===== config.mk =====
export PLATFORM = sky130hd
export DESIGN_NAME = rom_loader_qspi_writer_flat
export DESIGN_NICKNAME = d
export VERILOG_FILES = /design/src/rtl/rom_loader_qspi_writer_if.sv /design/src/rtl/rom_loader_qspi_writer.sv /design/src/flat_wrapper.sv
export SDC_FILE = /design/constraint.sdc
export NUM_CORES = 1
export LEC_CHECK = 0
export BUFFER_PORTS_ARGS = -buffer_cell sky130_fd_sc_hd__buf_4
export CORE_MARGIN = 2
export CORE_UTILIZATION = 47
export DETAILED_ROUTE_END_ITERATION = 10
export PLACE_DENSITY_LB_ADDON = 0.08
export SLEW_MARGIN = 20
export SYNTH_ARGS = -nofsm -noshare
export SYNTH_HDL_FRONTEND = slang
export SYNTH_SLANG_ARGS = --single-unit

===== constraint.sdc =====
create_clock -name clk -period 4.9 [get_ports clk]
set_input_delay 0.98 -clock clk [delete_from_list [all_inputs] [get_ports clk]]
set_output_delay 0.98 -clock clk [all_outputs]
set_load 0.005 [all_outputs]

===== src/rtl/rom_loader_qspi_writer_if.sv =====
// Loader handshake plus QSPI SRAM pin bundle for rom_loader_qspi_writer.
// Ports (all in the interface):
//   rom_loader_reset/load/data       : loader requests toward the writer
//   rom_loader_load_received/ack     : one-cycle handshake pulses from the writer
//   busy, word_count                 : writer status
//   rom_cs_n/sck/sio_oe/sio_o        : quad SPI pins of the ROM SRAM
// master = loader side, slave = writer side.
interface rom_loader_qspi_writer_if #(
  parameter int DATA_WIDTH    = 16,
  parameter int ADDRESS_WIDTH = 16
);
  logic                     rom_loader_reset;
  logic                     rom_loader_load;
  logic [DATA_WIDTH-1:0]    rom_loader_data;
  logic                     rom_loader_load_received;
  logic                     rom_loader_ack;
  logic                     busy;
  logic [ADDRESS_WIDTH-1:0] word_count;
  logic                     rom_cs_n;
  logic                     rom_sck;
  logic                     rom_sio_oe;
  logic [3:0]               rom_sio_o;

  modport master (
    output rom_loader_reset, rom_loader_load, rom_loader_data,
    input  rom_loader_load_received, rom_loader_ack, busy, word_count,
    input  rom_cs_n, rom_sck, rom_sio_oe, rom_sio_o
  );

  modport slave (
    input  rom_loader_reset, rom_loader_load, rom_loader_data,
    output rom_loader_load_received, rom_loader_ack, busy, word_count,
    output rom_cs_n, rom_sck, rom_sio_oe, rom_sio_o
  );
endinterface


===== src/rtl/rom_loader_qspi_writer.sv =====
// Writes each instruction word offered by the ROM loader into consecutive
// word locations of a QSPI serial SRAM that is already in quad mode.
// One SQI write per word: opcode (2 nibbles), 24-bit byte address
// (6 nibbles), data (DATA_WIDTH/4 nibbles), each nibble held two cycles
// (sck low, then sck high).
// Ports:
//   clk   : system clock
//   reset : synchronous active-high reset
//   bus   : rom_loader_qspi_writer_if slave modport (handshake + SRAM pins)
module rom_loader_qspi_writer #(
  parameter int         DATA_WIDTH    = 16,
  parameter int         ADDRESS_WIDTH = 16,
  parameter logic [7:0] WRITE_CMD     = 8'h02
) (
  input logic                     clk,
  input logic                     reset,
  rom_loader_qspi_writer_if.slave bus
);
  localparam int SW  = 32 + DATA_WIDTH;  // opcode + address + data bits
  localparam int NIB = SW / 4;
  localparam int IW  = $clog2(NIB);

  typedef enum logic [2:0] {
    S_IDLE = 3'd0,
    S_CMD  = 3'd1,
    S_ADDR = 3'd2,
    S_DATA = 3'd3,
    S_END  = 3'd4,
    S_ACK  = 3'd5
  } state_t;

  state_t                   r_state, w_state_nx;
  logic [SW-1:0]            r_shift, w_shift_nx, w_shifted, w_stream;
  logic [IW-1:0]            r_idx, w_idx_nx, w_idx_inc;
  logic                     r_phase, w_phase_nx;
  logic [ADDRESS_WIDTH-1:0] r_wc, w_wc_nx;
  logic                     r_cs_n, w_cs_n_nx;
  logic                     r_sck, w_sck_nx;
  logic                     r_oe, w_oe_nx;
  logic [3:0]               r_sio, w_sio_nx;
  logic                     r_rcv, w_rcv_nx;
  logic                     r_ack, w_ack_nx;

  // Streaming sub-state is purely a function of which nibble is on the bus.
  function automatic state_t stream_state(input logic [IW-1:0] idx);
    if (idx < IW'(2)) begin
      return S_CMD;
    end else if (idx < IW'(8)) begin
      return S_ADDR;
    end else begin
      return S_DATA;
    end
  endfunction

  // Whole write frame is built at capture time so the address is frozen.
  assign w_stream = {WRITE_CMD, 24'({r_wc, 1'b0}), bus.rom_loader_data};

  // Next-state and next-output logic of the write sequencer.
  always_comb begin
    w_state_nx = r_state;
    w_shift_nx = r_shift;
    w_idx_nx   = r_idx;
    w_phase_nx = r_phase;
    w_wc_nx    = r_wc;
    w_cs_n_nx  = r_cs_n;
    w_sck_nx   = r_sck;
    w_oe_nx    = r_oe;
    w_sio_nx   = r_sio;
    w_rcv_nx   = 1'b0;
    w_ack_nx   = 1'b0;
    w_shifted  = r_shift << 4;
    w_idx_inc  = r_idx + IW'(1);
    case (r_state)
      S_IDLE: begin
        if (bus.rom_loader_load) begin
          w_state_nx = S_CMD;
          w_shift_nx = w_stream;
          w_idx_nx   = {IW{1'b0}};
          w_phase_nx = 1'b0;
          w_cs_n_nx  = 1'b0;
          w_sck_nx   = 1'b0;
          w_oe_nx    = 1'b1;
          w_sio_nx   = w_stream[SW-1 -: 4];
          w_rcv_nx   = 1'b1;
        end else begin
          w_state_nx = S_IDLE;
        end
      end
      S_CMD, S_ADDR, S_DATA: begin
        if (!r_phase) begin
          // Second half of the nibble: raise sck, SRAM samples on this edge.
          w_sck_nx   = 1'b1;
          w_phase_nx = 1'b1;
        end else if (r_idx == IW'(NIB - 1)) begin
          w_state_nx = S_END;
          w_cs_n_nx  = 1'b1;
          w_sck_nx   = 1'b0;
          w_oe_nx    = 1'b0;
          w_sio_nx   = 4'h0;
          w_phase_nx = 1'b0;
        end else begin
          w_state_nx = stream_state(w_idx_inc);
          w_idx_nx   = w_idx_inc;
          w_shift_nx = w_shifted;
          w_sio_nx   = w_shifted[SW-1 -: 4];
          w_sck_nx   = 1'b0;
          w_phase_nx = 1'b0;
        end
      end
      S_END: begin
        w_state_nx = S_ACK;
        w_ack_nx   = 1'b1;
      end
      S_ACK: begin
        w_state_nx = S_IDLE;
        w_wc_nx    = r_wc + ADDRESS_WIDTH'(1);
      end
      default: begin
        w_state_nx = S_IDLE;
        w_cs_n_nx  = 1'b1;
        w_sck_nx   = 1'b0;
        w_oe_nx    = 1'b0;
        w_sio_nx   = 4'h0;
      end
    endcase
  end

  // State and output registers; either reset source wins over a load.
  always_ff @(posedge clk) begin
    if (reset || bus.rom_loader_reset) begin
      r_state <= S_IDLE;
      r_shift <= {SW{1'b0}};
      r_idx   <= {IW{1'b0}};
      r_phase <= 1'b0;
      r_wc    <= {ADDRESS_WIDTH{1'b0}};
      r_cs_n  <= 1'b1;
      r_sck   <= 1'b0;
      r_oe    <= 1'b0;
      r_sio   <= 4'h0;
      r_rcv   <= 1'b0;
      r_ack   <= 1'b0;
    end else begin
      r_state <= w_state_nx;
      r_shift <= w_shift_nx;
      r_idx   <= w_idx_nx;
      r_phase <= w_phase_nx;
      r_wc    <= w_wc_nx;
      r_cs_n  <= w_cs_n_nx;
      r_sck   <= w_sck_nx;
      r_oe    <= w_oe_nx;
      r_sio   <= w_sio_nx;
      r_rcv   <= w_rcv_nx;
      r_ack   <= w_ack_nx;
    end
  end

  assign bus.rom_loader_load_received = r_rcv;
  assign bus.rom_loader_ack           = r_ack;
  assign bus.busy                     = (r_state != S_IDLE);
  assign bus.word_count               = r_wc;
  assign bus.rom_cs_n                 = r_cs_n;
  assign bus.rom_sck                  = r_sck;
  assign bus.rom_sio_oe               = r_oe;
  assign bus.rom_sio_o                = r_sio;
endmodule


===== src/flat_wrapper.sv =====
// flat-port wrapper written by rule: the top's interface ports become plain ports
module rom_loader_qspi_writer_flat 
#(
  parameter int         DATA_WIDTH    = 16,
  parameter int         ADDRESS_WIDTH = 16,
  parameter logic [7:0] WRITE_CMD     = 8'h02
)
  (clk, reset, bus_rom_loader_reset, bus_rom_loader_load, bus_rom_loader_data, bus_rom_loader_load_received, bus_rom_loader_ack, bus_busy, bus_word_count, bus_rom_cs_n, bus_rom_sck, bus_rom_sio_oe, bus_rom_sio_o);
  rom_loader_qspi_writer_if #(.DATA_WIDTH(DATA_WIDTH), .ADDRESS_WIDTH(ADDRESS_WIDTH)) bus_i ();
  input logic clk;
  input logic reset;
  input wire logic [$bits(bus_i.rom_loader_reset)-1:0] bus_rom_loader_reset;
  input wire logic [$bits(bus_i.rom_loader_load)-1:0] bus_rom_loader_load;
  input wire logic [$bits(bus_i.rom_loader_data)-1:0] bus_rom_loader_data;
  output wire logic [$bits(bus_i.rom_loader_load_received)-1:0] bus_rom_loader_load_received;
  output wire logic [$bits(bus_i.rom_loader_ack)-1:0] bus_rom_loader_ack;
  output wire logic [$bits(bus_i.busy)-1:0] bus_busy;
  output wire logic [$bits(bus_i.word_count)-1:0] bus_word_count;
  output wire logic [$bits(bus_i.rom_cs_n)-1:0] bus_rom_cs_n;
  output wire logic [$bits(bus_i.rom_sck)-1:0] bus_rom_sck;
  output wire logic [$bits(bus_i.rom_sio_oe)-1:0] bus_rom_sio_oe;
  output wire logic [$bits(bus_i.rom_sio_o)-1:0] bus_rom_sio_o;
  assign bus_i.rom_loader_reset = bus_rom_loader_reset;
  assign bus_i.rom_loader_load = bus_rom_loader_load;
  assign bus_i.rom_loader_data = bus_rom_loader_data;
  assign bus_rom_loader_load_received = bus_i.rom_loader_load_received;
  assign bus_rom_loader_ack = bus_i.rom_loader_ack;
  assign bus_busy = bus_i.busy;
  assign bus_word_count = bus_i.word_count;
  assign bus_rom_cs_n = bus_i.rom_cs_n;
  assign bus_rom_sck = bus_i.rom_sck;
  assign bus_rom_sio_oe = bus_i.rom_sio_oe;
  assign bus_rom_sio_o = bus_i.rom_sio_o;
  rom_loader_qspi_writer #(.DATA_WIDTH(DATA_WIDTH), .ADDRESS_WIDTH(ADDRESS_WIDTH), .WRITE_CMD(WRITE_CMD)) u_core (.clk(clk), .reset(reset), .bus(bus_i));
endmodule

# Yosys cells after proc, flatten, opt, wreduce, memory -nomap -nowiden
# Cells that the tools add are included.
# totals
inputBits	20
output_inout_bits	26
latchBits	0
romBits	0
mem_count	0
ram_bits	0
ff_bits	77
# classes
mul	0
bitwise	2
eq_ne	10
n_addsub	2
div	0
order_cmp	2
n_shift	0
mux	30
n_reduce_logical	12
# op_table
cell	count
2-to-1 mux 44 bit	3
case mux 44 bit (2 select lines)	1
2-to-1 mux 4 bit	5
adder 16 x 1 -> 16 bit, second input constant	1
case mux 4 bit (3 select lines)	1
2-to-1 mux 1 bit	11
2-to-1 mux 3 bit	3
case mux 1 bit (3 select lines)	3
case mux 3 bit (3 select lines)	1
case mux 4 bit (2 select lines)	1
AND reduction 4 bit	2
== test 3 x 2 -> 1 bit, second input constant	2
== test 3 bit, second input constant	2
adder 4 x 1 -> 4 bit, second input constant	1
== test 4 bit, second input constant	1
less-than comparator 4 x 2 -> 1 bit, second input constant	1
less-than comparator 4 bit, second input constant	1
!= test 2 x 1 -> 1 bit, second input constant	2
!= test 2 bit, second input constant	2
AND reduction 2 bit	2
OR reduction 2 bit	2
== test 3 x 1 -> 1 bit, second input constant	1
logical NOT 3 bit	1
AND reduction 3 bit	1
6 further kinds	7

# Logic depth before layout (Yosys ltp)
# Gate-level depths: netlist of the first run.
# depth
ltp_word	7
ltp_mapped	7
ltp_nobuf	5

# Worst setup path before layout of the first run
# OpenSTA, ideal clock, no wires.
# synth_path
path_kind	input to register
startpoint	input bus_rom_loader_load
endpoint	register u_core.r_shift[23]
path_slack_ns	2.870
stages	5
t_required_ns	4.761
arrival_ns	1.892
path_cell_list	nor4b_4 > a31o_1 > buf_4 > buf_2 > a211oi_1
# synth_via
elab_chain_len	2
# synth_rtl
item	line_no	rtl
from (decl)	flat_wrapper.sv:13	input wire logic [$bits(bus_i.rom_loader_load)-1:0] bus_rom_loader_load;
!= test 2 bit (no line)	-	
AND reduction 4 bit (no line)	-	
to (signal assigned)	rom_loader_qspi_writer.sv:132	r_shift <= {SW{1'b0}};
to (signal assigned)	rom_loader_qspi_writer.sv:144	r_shift <= w_shift_nx;
to (decl)	rom_loader_qspi_writer.sv:33	logic [SW-1:0] r_shift, w_shift_nx, w_shifted, w_stream;
# Every way passes these cells.
# A chain may end at the register's enable or synchronous reset.

# Worst setup path after layout of the first run
# layout_path
startpoint	register u_core.r_state[0]
endpoint	register u_core.r_shift[38]
# layout_via
elab_chain_len	4
# layout_rtl
item	line_no	rtl
from (decl)	rom_loader_qspi_writer.sv:32	state_t r_state, w_state_nx;
from (signal assigned)	rom_loader_qspi_writer.sv:143	r_state <= w_state_nx;
== test 3 x 1 -> 1 bit / == test 3 x 2 -> 1 bit (equally long branches)	-	
OR reduction 3 bit	rom_loader_qspi_writer.sv:73	case (r_state)
!= test 2 bit (no line) (tied with other cells)	-	
AND reduction 4 bit (no line)	-	
# Parallel ways exist; a longest one is shown, timed or not.

==> key figures, run 1 <==
Status
  – Outcome: finished clean

Floorplan
  – Ports: 46
  – Die Width: 88.5 µm
  – Initial Util: 0.491
  – Core area: 6830 µm²
  – Num rows: 30
  – Die height: 88.5 µm
  – Die footprint: 7820 µm²

Synth
  – Yosys warns: 0
  – Post-synth EDFFs: 0
  – Top FF cell, synth: dfxtp_1
  – Register area share after synthesis: 0.460
  – Synth Instances: 369
  – Mapped cell area: 3350 µm²
  – Flops & latches, synth: 77
  – Post-synth ARST share: 0
  – Post-Syn Nets: 391
  – Synth Area per Inst: 9.08 µm²
  – Count of cell types in the netlist: 43

Detailed routing
  – Antenna Nets Post-Route: 0
  – Vias per Instance: 5.36
  – DRT Pass-1 Iters: 4
  – Vias: 2689
  – Routed WL: 6.88 mm
  – Iteration-0 DRC Markers: 120
  – Routed len/inst: 13.7 µm
  – DRC violations left: 0

Layout
  – Area delta synth->final: 16.6%
  – Final Instance Area: 3910 µm²
  – Final nets: 423
  – N_diodes: 0
  – Share of post-route cells with drive strength above 1: 0.190

Pwr
  – Cell Pwr Density: 330 nW/µm²
  – Pwr Total: 1.29 mW
  – Int Pwr: 0.996 mW
  – Combinational Power Share: 0.081
  – Clk pwr share: 0.416
  – Flop pwr share: 0.504
  – P_sw: 0.292 mW
  – Maximum VDD drop: 179 µV
  – Switching Share: 0.227
  – Pleak: 1.51 nW

Timing
  – Relative slew slack: 0.349
  – Clock Skews: 0.00852 ns
  – Max Freq: 0.357 GHz
  – Fin Hold WS: 0.454 ns
  – Final period util: 0.572
  – Total negative slack: 0 ns
  – Fin worst setup slack: 2.10 ns
  – Post-route minimum period: 2.80 ns
  – Worst Tran Pin Value: 0.973 ns
  – Unrepaired setup endpoints after global routing: false
  – Setup Viol. Count Final: 0
  – Final Slew Violations: 0
  – Final hold vios: 0

Critical path
  – Critical path launch point type: flop
  – CP endpoint kind: flop
  – Crit path required time: 5.15 ns
  – WS Path Type: reg2reg
  – Max FO, Critical Path: 44
  – Critical path arrival: 3.05 ns

Clock tree
  – CTS resizes: 0
  – # hold bufs at CTS: 0
  – Clock buffer depth: 2
  – CTS clock-pin slew for the worst setup and hold paths: 0.07 ns
  – H-tree depth: 3
  – Post-CTS Setup Inserts: 0
  – CTS tree: yes
  – Cts bufs inserted: 9
  – CTS Sinks: 77
  – Clock Latency Late Sink: 0.34 ns
  – Root Buffer: clkbuf_8

Placed design
  – PortBufs: 45
  – Place WS: 1.82 ns
  – Cell Area, Placed: 3680 µm²
  – Gpl congestion: 0.799
  – Dpl hpwl: 4.50 mm

GRT
  – Number of global-route vias before repair: 2409
  – GR Overflow Total: 0
  – Initial antenna violation count: 0
  – Total track usage: 0.182
  – Pin count of the biggest net entering global routing: 50
  – First-pass GRT wire length: 11.3 mm

Worst hold path
  – Worst min path class: reg2reg

Flow run
  – Max Cap Viol: 0
layer usage:
| layer | wire length [µm] | vias to the layer above | share of wire | global-route usage |
|---|---|---|---|---|
| li1 | - | 1391 | - | - |
| met1 | 3480 | 1252 | 0.51 | 0.255 |
| met2 | 3130 | 38 | 0.45 | 0.284 |
| met3 | 187 | 8 | 0.027 | 0.0308 |
| met4 | 82 | 0 | 0.012 | 0.0661 |
| met5 | 0 | - | 0 | 0 |
cells in the final DEF, fill, tap and decap left out, drive strengths merged, types with 4 or more instances in the layout:
cell and count:
o21ai 13, a21oi 27, a22oi 9, clkbuf 12, mux2i 29, nor2 55
nand3 20, nand4 4, nor3 5, and3 4, or3 8, buf 49
dfxtp 77, xnor2 4, a211oi 28, nand2 22, xor2 4
critical path, cell delays in order, from the launching register on:
cell and delay [ns]:
dfxtp_1 0.63, o21ba_2 0.22, buf_4 0.38, a31o_2 0.77
buf_4 0.41, nand3_1 0.12, a21oi_1 0.17
kinds of logic after synthesis:
logic type / after synthesis / share of synthesized area
simple gates: 135 / 0.198
compound gates: 88 / 0.177
flops: 77 / 0.460
buf+inv: 30 / 0.0504
mux: 29 / 0.0866
xor+xnor: 8 / 0.0209
fa+ha+maj: 2 / 0.00746
synth_stat cells (all sizes together) (5+ instances only):
cell type | n | area share
dfxtp | 77 | 0.46
mux2i | 29 | 0.087
a211oi | 28 | 0.069
or3 | 8 | 0.015
o21ai | 13 | 0.019
clkbuf | 9 | 0.010
nor2 | 55 | 0.062
a21oi | 27 | 0.040
nand2 | 22 | 0.025
nand3 | 20 | 0.030
buf | 19 | 0.038
nor3 | 5 | 0.0075
a22oi | 9 | 0.020
worst paths after layout:
check / startpoint / end / slack, ns / cells past startpoint
max: u_core.r_state[0]$_SDFFE_PP0N_ / u_core.r_shift[38]$_SDFFE_PP0P_ / 2.10 / 6
min: u_core.r_shift[16]$_SDFFE_PP0P_ / u_core.r_shift[16]$_SDFFE_PP0P_ / 0.45 / 2
max reg2reg: u_core.r_state[0]$_SDFFE_PP0N_ / u_core.r_shift[38]$_SDFFE_PP0P_ / 2.10 / 6
min reg2reg: u_core.r_shift[16]$_SDFFE_PP0P_ / u_core.r_shift[16]$_SDFFE_PP0P_ / 0.45 / 2
per-stage QoR:
stage	instances	util
after CTS	502	0.572
final	502	0.572
after global placement	486	0.539
after detailed placement	486	0.539
after global routing	502	0.572
after floorplan	369	-
area by class of cell:
type                       count  area [µm²]
inverter                       2        7.51
clock buffer                  12         155
clock inverter                 4        70.1
sequential                    77        1540
timing repair buffer          49         368
tap                           96         120
multi-input combinational    262        1650
fill                         657        2920
power by group through the flow:
stage	registers (mW)	clock network, mW	logic (mW)
floorplan	0.660	0	0.0835
global placement	0.663	0	0.103
detailed placement	0.663	0	0.104
CTS	0.649	0.546	0.105
global route	0.651	0.573	0.115
finish	0.649	0.535	0.104
sequential cells by signal, summed over array words and instances, names as in the netlist:
name and cells:
u_core.bus.rom_loader_ack 1, u_core.r_idx 4, u_core.bus.word_count 16, u_core.bus.rom_sck 1
u_core.r_phase 1, u_core.bus.rom_sio_o 4, u_core.bus.rom_cs_n 1, u_core.bus.rom_loader_load_received 1
u_core.r_state 3, u_core.bus.rom_sio_oe 1, u_core.r_shift 44
Power figures use the tool's default switching activity.
==> run 2, diff against run 1 <==
==> constraint.sdc (replaced) <==
create_clock -name clk -period 2.6 [get_ports clk]
set_input_delay 0.52 -clock clk [delete_from_list [all_inputs] [get_ports clk]]
set_output_delay 0.52 -clock clk [all_outputs]
set_load 0.005 [all_outputs]
==> run 2 against run 1 <==
Effect of this change: clock power grew 68%; first-iteration DRC count shrank 15%; fmax grew 42%; power grew 80%; sequential power grew 88%; via count shrank 1.2%; final cell count grew 0.20%; hold slack lost 0.032 ns; cell area shrank 0.13%; critical path depth shrank 1; core utilization shrank 0.073 points; combinational power grew 92%.
==> key figures, run 2 (synthesis results as in run 1) <==
Status
  – Outcome: finished clean

GRT
  – Number of global-route vias before repair: 2412 (+0.12%)
  – First-pass GRT wire length: 11.5 mm (+1.9%)
  – Total track usage: 0.189 (+0.00678)
  – Pin count of the biggest net entering global routing: 75 (+50%)
  – Initial antenna violation count: 0 (unchanged)
  – GR Overflow Total: 0 (unchanged)

Detailed routing
  – Routed WL: 6.88 mm (about the same)
  – Vias: 2657 (-1.2%)
  – Antenna Nets Post-Route: 0 (unchanged)
  – Routed len/inst: 13.7 µm (-0.23%)
  – Vias per Instance: 5.28 (-1.4%)
  – Iteration-0 DRC Markers: 102 (-15%)
  – DRT Pass-1 Iters: 5 (+1)
  – DRC violations left: 0 (unchanged)

Clock tree
  – Post-CTS Setup Inserts: 0 (unchanged)
  – Root Buffer: clkbuf_8
  – CTS resizes: 0 (unchanged)
  – Clock Latency Late Sink: 0.34 ns (about the same)
  – CTS tree: yes
  – CTS clock-pin slew for the worst setup and hold paths: 0.07 ns (about the same)
  – Clock buffer depth: 2 (unchanged)
  – CTS Sinks: 77 (unchanged)
  – # hold bufs at CTS: 0 (unchanged)
  – H-tree depth: 3 (unchanged)
  – Cts bufs inserted: 9 (unchanged)

Layout
  – Max reg flops: 44 (unchanged)
  – N_diodes: 0 (unchanged)
  – Fin cells: 503 (+0.20%)
  – Util after Layout: 0.571 (-0.000733)
  – Final Instance Area: 3900 µm² (-0.13%)
  – Most frequent cells in the layout: 77 x dfxtp_1, 55 x nor2_1, 50 x buf_4, 29 x mux2i_1, 27 x a21oi_1
  – Share of post-route cells with drive strength above 1: 0.187 (-0.00292)
  – Commonest non-fill, non-tap cell in the layout: dfxtp_1
  – Final nets: 425 (+0.47%)
  – Area delta synth->final: 16.4%
  – Reg with most FFs: u_core.r_shift

Pwr
  – Pleak: 1.51 nW (-0.29%)
  – Flop pwr share: 0.526 (+0.022)
  – P_sw: 0.540 mW (+85%)
  – Switching Share: 0.233 (+0.00574)
  – Combinational Power Share: 0.086 (+0.005)
  – Clk pwr share: 0.387 (-0.029)
  – Int Pwr: 1.78 mW (+79%)
  – Maximum VDD drop: 275 µV (+54%)
  – Cell Pwr Density: 595 nW/µm² (+81%)

Worst hold path
  – Worst min path class: in2reg
  – Hold_sp: bus_rom_loader_data[0]
  – Hold EP: u_core.r_shift[0]$_SDFFE_PP0P_
  – Hold depth: 3 (+1)

Floorplan
  – Core area: 6830 µm² (unchanged)
  – Die height: 88.5 µm (unchanged)
  – Num rows: 30 (unchanged)
  – Ports: 46 (unchanged)
  – Die Width: 88.5 µm (unchanged)
  – Initial Util: 0.491 (unchanged)
  – Die footprint: 7820 µm² (unchanged)

Flow run
  – Max Cap Viol: 0 (unchanged)

Timing
  – Post-route minimum period: 1.97 ns (-0.829 ns)
  – Fin worst setup slack: 0.627 ns (-1.47 ns)
  – Unrepaired setup endpoints after global routing: false
  – Final hold vios: 0 (unchanged)
  – Final period util: 0.759 (+0.187)
  – Worst Tran Pin Value: 0.578 ns (-0.396 ns)
  – Setup Viol. Count Final: 0 (unchanged)
  – Clock Skews: 0.00943 ns (+0.000910 ns)
  – Total negative slack: 0 ns (unchanged)
  – Max Freq: 0.507 GHz (+42%)
  – Relative slew slack: 0.615 (+0.266)
  – Final Slew Violations: 0 (unchanged)

Critical path
  – CP max-delay cell: nor4b_4
  – CP endpoint kind: flop
  – Critical path launch point type: flop
  – Crit. Startpoint: u_core.r_state[2]$_SDFFE_PP0N_
  – Critical-path cell list: nor4b_4 > a31o_2 > buf_4 > nor2_1 > a211oi_2
  – Worst r2r src: u_core.r_state[2]$_SDFFE_PP0N_
  – Reg2Reg Setup Slack: 0.63 ns (-1.47 ns)
  – Length in cells of the worst reg-to-reg path: 5 (-1)
  – Crit path required time: 2.87 ns (-2.28 ns)
  – Reg-to-Reg End: u_core.r_shift[28]$_SDFFE_PP0P_
  – Critical path arrival: 2.24 ns (-0.81 ns)
  – WS Path Type: reg2reg
  – Worst stage delay on the critical path: 0.59 ns (-0.18 ns)
  – Max FO, Critical Path: 37 (-16%)

Placed design
  – Dpl hpwl: 4.46 mm (-0.73%)
  – Cells after DPL: 488 (+0.41%)
  – Gpl congestion: 0.771 (-3.4%)
  – PortBufs: 45 (unchanged)
  – Cell Area, Placed: 3710 µm² (+0.75%)
  – Place WS: 0.584 ns (-1.24 ns)
==> run 2: cell type report <==
type	count	area (µm²)
fill	637	2930
multi-input combinational	262	1650
sequential	77	1540
timing repair buffer	51	395
clock buffer	14	163
tap	96	120
clock inverter	1	30.0
inverter	2	7.51
==> run 2: power groups by stage <==
stage          combinational [mW]  sequential [mW]  clock [mW]
6_report                    0.200             1.22       0.900
5_1_grt                     0.224             1.23       0.974
4_1_cts                     0.203             1.22       0.918
3_5_place_dp                0.202             1.25           0
3_3_place_gp                0.200             1.25           0
2_1_floorplan               0.157             1.24           0
==> run 2: how the worst max path moves through the flow <==
stage	end	cells past startpoint
2_1_floorplan	u_core.bus.word_count[15]$_SDFFE_PP0P_	6
3_3_place_gp	u_core.r_shift[30]$_SDFFE_PP0P_	6
3_5_place_dp	u_core.r_shift[32]$_SDFFE_PP0P_	6
4_1_cts	u_core.r_shift[32]$_SDFFE_PP0P_	5
5_1_grt	u_core.r_shift[8]$_SDFFE_PP0P_	5
6_report	u_core.r_shift[28]$_SDFFE_PP0P_	5
==> run 2: critical path, delay by kind of cell (launching register included) <==
kind	cells	cell delay (ns)
AOI/OAI and AO/OA	2	0.41
DFF	1	0.46
buffers and inverters	1	0.34
and+or+nand+nor	2	0.68
==> run 2: stage by stage <==
| stage | hold slack (ns) | power [mW] |
|---|---|---|
| after floorplan | 0.431 | 1.40 |
| after global placement | 0.440 | 1.45 |
| after detailed placement | 0.448 | 1.45 |
| after CTS | 0.413 | 2.34 |
| after global routing | 0.419 | 2.42 |
| final | 0.422 | 2.32 |
==> run 2: layer usage <==
layer  vias to the layer above  GRT usage  wire, µm
met4                         0     0.0620        82
met5                         -          0         0
met3                         6     0.0466       254
met2                        41      0.269      3020
met1                      1220      0.280      3530
li1                       1390          -         -
==> run 3, diff against run 2 <==
==> constraint.sdc (replaced) <==
create_clock -name clk -period 1.74 [get_ports clk]
set_input_delay 0.348 -clock clk [delete_from_list [all_inputs] [get_ports clk]]
set_output_delay 0.348 -clock clk [all_outputs]
set_load 0.005 [all_outputs]
==> run 3 against run 2 <==
Effect of this change: worst setup slack worse by 0.57 ns; final cell count is 5.4% higher; clock power is 64% higher; critical path type is now reg2out; critical endpoint is now bus_busy; largest power group unchanged; highest routed layer unchanged.
==> key figures, run 3 (synthesis results as in run 1) <==
GRT
  – Number of global-route vias before repair: 2568 (+6.5%)
  – First-pass GRT wire length: 12.3 mm (+7.4%)
  – Initial antenna violation count: 0 (unchanged)
  – GR Overflow Total: 0 (unchanged)
  – Pin count of the biggest net entering global routing: 29 (-61%)
  – Total track usage: 0.203 (+0.0136)

Clock tree
  – Cts bufs inserted: 9 (unchanged)
  – Clock buffer depth: 2 (unchanged)
  – Clock Latency Late Sink: 0.34 ns (about the same)
  – CTS Sinks: 77 (unchanged)
  – H-tree depth: 3 (unchanged)
  – CTS tree: yes
  – # hold bufs at CTS: 0 (unchanged)
  – CTS clock-pin slew for the worst setup and hold paths: 0.08 ns (about the same)
  – Root Buffer: clkbuf_8

Critical path
  – Crit path required time: 1.39 ns (-1.48 ns)
  – WS Path Type: reg2out
  – CP endpoint kind: output port
  – Max FO, Critical Path: 6 (-84%)
  – Critical path launch point type: flop
  – Critical path arrival: 1.34 ns (-0.90 ns)

Timing
  – Fin Hold WS: 0.258 ns (-0.165 ns)
  – Relative slew slack: 0.715 (+0.0998)
  – Total negative slack: 0 ns (unchanged)
  – Clock Skews: 0.00685 ns (-0.00257 ns)
  – Final hold vios: 0 (unchanged)
  – Final Slew Violations: 0 (unchanged)
  – Post-route minimum period: 1.69 ns
  – Final period util: 0.969
  – Max Freq: 0.593 GHz
  – Setup Viol. Count Final: 0 (unchanged)
  – Fin worst setup slack: 0.0543 ns (-0.573 ns)
  – Worst Tran Pin Value: 0.428 ns (-0.150 ns)

Floorplan
  – Core area: 6830 µm² (unchanged)
  – Ports: 46 (unchanged)
  – Num rows: 30 (unchanged)
  – Die height: 88.5 µm (unchanged)
  – Initial Util: 0.491 (unchanged)
  – Die footprint: 7820 µm² (unchanged)
  – Die Width: 88.5 µm (unchanged)

Layout
  – Util after Layout: 0.615 (+0.0434)
  – N_diodes: 0 (unchanged)
  – Reg with most FFs: u_core.r_shift
  – Most frequent cells in the layout: 74 x dfxtp_1, 72 x buf_4, 55 x nor2_1, 29 x mux2i_1, 27 x a21oi_1
  – Area of the multi-input gates: 1660 µm² (+1.1%)
  – Commonest non-fill, non-tap cell in the layout: dfxtp_1
  – Filler Cells Inserted: 630 (-1.1%)
  – Sequential Area: 1550 µm² (+0.57%)
  – Share of post-route cells with drive strength above 1: 0.253 (+0.0667)
  – Fin cells: 530 (+5.4%)
  – Final nets: 452 (+6.4%)
  – Area delta synth->final: 25.3%
  – Max reg flops: 44 (unchanged)
  – Final Instance Area: 4200 µm² (+7.6%)

Detailed routing
  – DRC violations left: 0 (unchanged)
  – Routed WL: 7.51 mm (+9.2%)
  – Vias per Instance: 5.33 (+0.94%)
  – Routed len/inst: 14.2 µm (+3.6%)
  – Antenna Nets Post-Route: 0 (unchanged)
  – Iteration-0 DRC Markers: 114 (+12%)
  – DRT Pass-1 Iters: 4 (-1)
  – Vias: 2826 (+6.4%)

Pwr
  – Maximum VDD drop: 463 µV (+68%)
  – Pleak: 1.67 nW (+11%)
  – Cell Pwr Density: 870 nW/µm² (+46%)
  – Pwr Total: 3.65 mW (+57%)

Placed design
  – PortBufs: 45 (unchanged)
  – Gpl congestion: 0.812 (+5.4%)
  – Place WS: 0.0778 ns (-0.506 ns)
  – Cells after DPL: 512 (+4.9%)
  – Dpl hpwl: 5.21 mm (+17%)
  – Cell Area, Placed: 3930 µm² (+5.9%)

Flow run
  – Max Cap Viol: 0 (unchanged)

Worst hold path
  – Worst min path class: in2reg

Status
  – Outcome: finished clean
==> run 3: cell count changes in the layout (fill, tap and decap cells not counted), moves of 2 or more <==
cell,change
buf_12,+3
buf_4,+22
buf_6,+2
clkbuf_1,-2
dfxtp_1,-3
dfxtp_4,+2
==> run 3: worst max-delay path: stages, from the launching register on <==
cell	delay (ns)
dfxtp_4	0.35
buf_6	0.12
or3_4	0.39
buf_4	0.14
==> run 3: timing repair <==
| item | CTS | global route |
|---|---|---|
| gates resized for setup | 5 | 5 |
| setup buffers | 3 | 0 |
| endpoints found under the setup margin | 1 | 23 |
| pin swaps | 1 | 0 |
==> run 3: worst paths after layout <==
path	startpoint	depth (start not counted)	slack (ns)	to
hold / removal	bus_rom_loader_data[2]	3	0.26	u_core.r_shift[2]$_SDFFE_PP0P_
setup reg to reg	u_core.r_state[2]$_SDFFE_PP0N_	6	0.08	u_core.bus.rom_sio_o[3]$_SDFFE_PP0P_
setup / recovery	u_core.r_state[1]$_SDFFE_PP0N_	3	0.05	bus_busy
hold reg to reg	u_core.r_shift[38]$_SDFFE_PP0P_	2	0.45	u_core.r_shift[38]$_SDFFE_PP0P_
==> run 3: power by group <==
group | internal, mW | total (mW) | leakage, nW | switching (mW)
Sequential | 1.80 | 1.82 | 0.626 | 0.0240
Clock | 0.838 | 1.48 | 0.105 | 0.637
Combinational | 0.166 | 0.358 | 0.938 | 0.192
==> run 3: layout make-up <==
class                   instances  share of cell area
well taps                      96              0.0286
multi-input cells             262               0.396
clock inverters                 4              0.0173
flip-flops and latches         77               0.369
inverters                       2             0.00179
repair buffers                 78               0.153
clock buffers                  11              0.0337
==> run 3: per-layer routing <==
metal	global-route usage	up-vias	wire length, µm
li1	-	1443	-
met1	0.279	1326	3710
met2	0.325	49	3510
met3	0.0429	8	225
met4	0.0537	0	68
met5	0	-	0
